--- config.mk ---
export PLATFORM = sky130hd
export DESIGN_NAME = updown_counter_param
export DESIGN_NICKNAME = d
export VERILOG_FILES = /design/src/rtl/updown_counter_param.sv
export SDC_FILE = /design/constraint.sdc
export NUM_CORES = 1
export LEC_CHECK = 0
export ABC_CLOCK_PERIOD_IN_PS = 1500
export BUFFER_PORTS_ARGS = -buffer_cell sky130_fd_sc_hd__buf_2
export CAP_MARGIN = 15
export CORE_AREA = 4 4 41 43
export CTS_BUF_LIST = sky130_fd_sc_hd__clkbuf_8
export CTS_CLUSTER_SIZE = 28
export DETAILED_ROUTE_END_ITERATION = 6
export DIE_AREA = 0 0 45 47
export SETUP_SLACK_MARGIN = 0.15
export SLEW_MARGIN = 10
export SYNTH_ARGS = -nofsm -noshare
export SYNTH_HDL_FRONTEND = slang
export SYNTH_SLANG_ARGS = --single-unit
--- constraint.sdc ---
create_clock -name clk -period 1.5 [get_ports clk]
set_input_delay 0.3 -clock clk [delete_from_list [all_inputs] [get_ports clk]]
set_output_delay 0.3 -clock clk [all_outputs]
set_load 0.005 [all_outputs]
--- src/rtl/updown_counter_param.sv ---
// Parametrised up/down counter with synchronous load, modulus, step and wrap/saturate mode.
// Optional build macro COUNT_EDGE_DETECT_EN: count becomes a synchronised rising-edge trigger.
module updown_counter_param #(
    parameter int unsigned WIDTH     = 4,
    parameter int unsigned MAX_VALUE = (1 << WIDTH) - 1,
    parameter int unsigned STEP      = 1,
    parameter bit          SATURATE  = 1'b0
) (
    input  logic             clk,
    input  logic             reset,
    input  logic             count,
    input  logic             up_down,
    input  logic             load,
    input  logic [WIDTH-1:0] load_input,
    output logic [WIDTH-1:0] value,
    output logic             tc,
    output logic             wrapped,
    output logic             at_max,
    output logic             at_min
);

    // One extra bit of headroom keeps value+STEP and value+MODULUS free of overflow.
    localparam logic [WIDTH:0]   MAX_EXT  = (WIDTH + 1)'(MAX_VALUE);
    localparam logic [WIDTH:0]   STEP_EXT = (WIDTH + 1)'(STEP);
    localparam logic [WIDTH:0]   MODULUS  = MAX_EXT + (WIDTH + 1)'(1);
    localparam logic [WIDTH-1:0] MAX_W    = WIDTH'(MAX_VALUE);

    logic             step_en;
    logic [WIDTH-1:0] value_q;
    logic             tc_q;
    logic             wrapped_q;
    logic [WIDTH-1:0] next_value;
    logic             next_tc;
    logic             next_wrapped;
    logic [WIDTH:0]   value_ext;
    logic [WIDTH:0]   sum_up;
    logic [WIDTH:0]   load_ext;

`ifdef COUNT_EDGE_DETECT_EN
    logic count_sync0;
    logic count_sync1;
    logic count_prev;
    logic step_pulse;

    // Two-flop synchroniser, then a registered rising-edge pulse: one step per press.
    always_ff @(posedge clk) begin
        if (reset) begin
            count_sync0 <= 1'b0;
            count_sync1 <= 1'b0;
            count_prev  <= 1'b0;
            step_pulse  <= 1'b0;
        end else begin
            count_sync0 <= count;
            count_sync1 <= count_sync0;
            count_prev  <= count_sync1;
            step_pulse  <= count_sync1 & ~count_prev;
        end
    end

    assign step_en = step_pulse;
`else
    assign step_en = count;
`endif

    always_comb begin
        value_ext    = {1'b0, value_q};
        sum_up       = value_ext + STEP_EXT;
        load_ext     = {1'b0, load_input};
        next_value   = value_q;
        next_tc      = 1'b0;
        next_wrapped = wrapped_q;

        // Load outranks counting, so a coincident step is simply dropped.
        if (load) begin
            next_value   = (load_ext > MAX_EXT) ? MAX_W : load_input;
            next_wrapped = 1'b0;
        end else if (step_en) begin
            if (up_down) begin
                if (sum_up > MAX_EXT) begin
                    next_value   = SATURATE ? MAX_W : WIDTH'(sum_up - MODULUS);
                    next_tc      = 1'b1;
                    next_wrapped = 1'b1;
                end else begin
                    next_value = WIDTH'(sum_up);
                end
            end else begin
                if (value_ext < STEP_EXT) begin
                    next_value   = SATURATE ? '0 : WIDTH'(value_ext + MODULUS - STEP_EXT);
                    next_tc      = 1'b1;
                    next_wrapped = 1'b1;
                end else begin
                    next_value = WIDTH'(value_ext - STEP_EXT);
                end
            end
        end
    end

    always_ff @(posedge clk) begin
        if (reset) begin
            value_q   <= '0;
            tc_q      <= 1'b0;
            wrapped_q <= 1'b0;
        end else begin
            value_q   <= next_value;
            tc_q      <= next_tc;
            wrapped_q <= next_wrapped;
        end
    end

    assign value   = value_q;
    assign tc      = tc_q;
    assign wrapped = wrapped_q;
    assign at_max  = (value_q == MAX_W);
    assign at_min  = (value_q == '0);

endmodule
==> run_results.csv <==
group,metric,value,unit
place,hpwl,859,µm
final_layout,diodes,0,
detailed_routing,wl_met3,88,µm
place,pre_cts_ws,44.4,ps
die,rows,13,
worst_setup_path,timing.critical_path.required,1600,ps
timing,setup_violations,0,
final_layout,final_nets,87,
worst_setup_path,setup.worst_path.class,"flip-flop to flip-flop",
detailed_routing,drt_iter0_drc,3,
clock_tree,htreeDepth,1,
logic_synthesis,synth_edf_count,0,
logic_synthesis,syn_nets,66,
clock_tree,clkTransAtPathRegs,40,ps
logic_synthesis,synth_top_area_share,25.5,%
timing,finalHoldViolCount,0,
pwr,p_leak,0.313,nW
place,placed_area,594,µm²
final_layout,syn_to_final_growth,43.9,%
die,initial_utilization,36.2,%
pwr,p_per_area,882,nW/µm²
global_route,grt_pass1_vias,457,
clock_tree,cts.sinks,6,
global_route,grt_max_degree,10,
pwr,ir_drop,0.540,mV
detailed_routing,ant_nets,0,
detailed_routing,met1_length,459,µm
timing,max_freq,0.698,GHz
logic_synthesis,synth_cells,53,
logic_synthesis,ys_types,29,
min_path,hp-class,"input port to flip-flop",
worst_setup_path,reg2reg_from,"value[0]$_SDFFE_PP0P_",
pwr,power,0.597,mW
detailed_routing,vias_per_cell,5.17,
logic_synthesis,avgSynthCellArea,8.88,µm²
worst_setup_path,arrival,1540,ps
min_path,min-delay-start,"load_input[0]",
timing,slew_viol_final,0,
detailed_routing,wl_met2,559,µm
global_route,grt_antenna_before_repair,0,
logic_synthesis,synth.area.top_cells,"dfxtp_1 26%, ha_1 11%, a2111oi_4 5.9%",
timing,worstMarginPinSlew,306,ps
logic_synthesis,synth_area,470,µm²
detailed_routing,post_drt_wl_per_cell,12.8,µm
global_route,grt_pass1_wl,1900,µm
die,die-area,2120,µm²
worst_setup_path,path_max_fanout,5,
worst_setup_path,end_kind,"flip-flop",
die,core-area,1300,µm²
status,outcome,"finished, final reports clean",
place,dp_cells,82,
die,die_w,45,µm
final_layout,final_cell_mix,"16 x buf_2, 6 x inv_1, 4 x buf_4, 4 x dfxtp_1",
final_layout,drive_above_1_share,50.7,%
detailed_routing,top_layer_used,"met4",
timing,hold_slack,326,ps
timing,final.setup.tns,0,ps
timing,slew_headroom,79.6,%
die,die_y,47,µm
worst_setup_path,worstSetupStartpoint,"value[0]$_SDFFE_PP0P_",
worst_setup_path,crit_path_start_kind,"flip-flop",
clock_tree,cts-root-buf,"clkbuf_8",
timing,timing.final.ws_setup,66.5,ps
global_route,grt.overflow.total,0,
final_layout,mostFrequentLayoutCell,"buf_2",
clock_tree,tritoncts,"built",
detailed_routing,num_vias,455,
logic_synthesis,yosysSeqAreaShare,25.5,%
detailed_routing,drt_wl_total,1130,µm
clock_tree,ctsHoldBuffers,0,
detailed_routing,drc,0,
timing,layout_min_cycle_time,1430,ps
final_layout,fin_area,677,µm²
timing,period_share,95.6,%
timing,rsz0062_at_grt,"true",
clock_tree,ctsLongestPathBuffers,2,
final_layout,fin_cells,88,
place,gp_congestion,0.774,
global_route,track_usage,13.0,%
job,cap_violations,0,
die,ioPinCount,17,
timing,skew,6.40,ps
clock_tree,clkLatencyLatePin,230,ps
logic_synthesis,synth_top_area_cell,"dfxtp_1",
final_layout,fin_util,52.0,%
logic_synthesis,ys.flop_type,"dfxtp_1",
logic_synthesis,async_reset_ff_share,0,%
detailed_routing,dr.pass1.iters,2,
clock_tree,cts-buffers-inserted,3,
logic_synthesis,synth-seq-cells,6,
place,portBuffers,16,
logic_synthesis,yosysWarnings,0,
[area by class of cell]
class                      count  area [µm²]
tap                           15        18.8
fill                         133         624
multi-input combinational     36         344
inverter                       7        31.3
clock buffer                   3        41.3
sequential                     6         128
timing repair buffer          20         110
clock inverter                 1        3.75
[state kept, by name (all words and copies together) (netlist names)]
signal and count:
value 4, wrapped 1, tc 1
[critical path, stage by stage, from the launching register on]
cell and delay [ps]:
dfxtp_4 370, inv_4 50, ha_4 150, mux2_4 280
and3_4 170, a311o_2 300
[report_power, final]
| part | switching (mW) | internal (mW) | leakage (nW) |
|---|---|---|---|
| clock network | 0.0736 | 0.176 | 0.0269 |
| registers | 0.0187 | 0.172 | 0.0506 |
| logic | 0.0717 | 0.0846 | 0.235 |
| total | 0.164 | 0.433 | 0.313 |
[cell families (layout without fill, tap and decap cells)]
logic type	after synthesis	in the layout	share of synthesized area [%]
adder cells (fa/ha/maj)	4	4	10.6
flip-flops	6	6	25.5
buffers and inverters	11	31	9.84
AO/OA/AOI/OAI	9	9	17.8
AND/OR/NAND/NOR	18	18	25.3
multiplexers	2	2	5.32
XOR/XNOR	3	3	5.59
[synthesized netlist by cell type, types with 2 or more instances]
| cell type | n |
|---|---|
| buf_2 | 4 |
| ha_1 | 4 |
| xor2_1 | 2 |
| nor2_1 | 3 |
| nand2_1 | 2 |
| inv_1 | 7 |
| a21oi_1 | 2 |
| dfxtp_1 | 6 |
| nor3b_1 | 3 |
[final timing paths]
path                           endpoint  slack, ps  depth (start not counted)
setup / recovery  value[2]$_SDFFE_PP0P_         70                          5
hold / removal    value[0]$_SDFFE_PP0P_        330                          3
setup reg to reg  value[2]$_SDFFE_PP0P_         70                          5
hold reg to reg    wrapped$_SDFFE_PP0P_        440                          2
[metal layers]
layer,vias up,global-route usage [%]
met5,-,0
met4,0,5.26
met3,2,6.90
met2,15,23.7
met1,210,12.3
li1,228,-
[repair_timing]
| action | 4_1_cts | 5_1_grt |
|---|---|---|
| buffers inserted | 2 | 0 |
| resized for setup | 1 | 4 |
| endpoints found under the setup margin | 5 | 5 |
| cloned | 0 | 0 |
| pin swaps | 0 | 3 |
No activity file was read; power rests on OpenSTA's default activity.
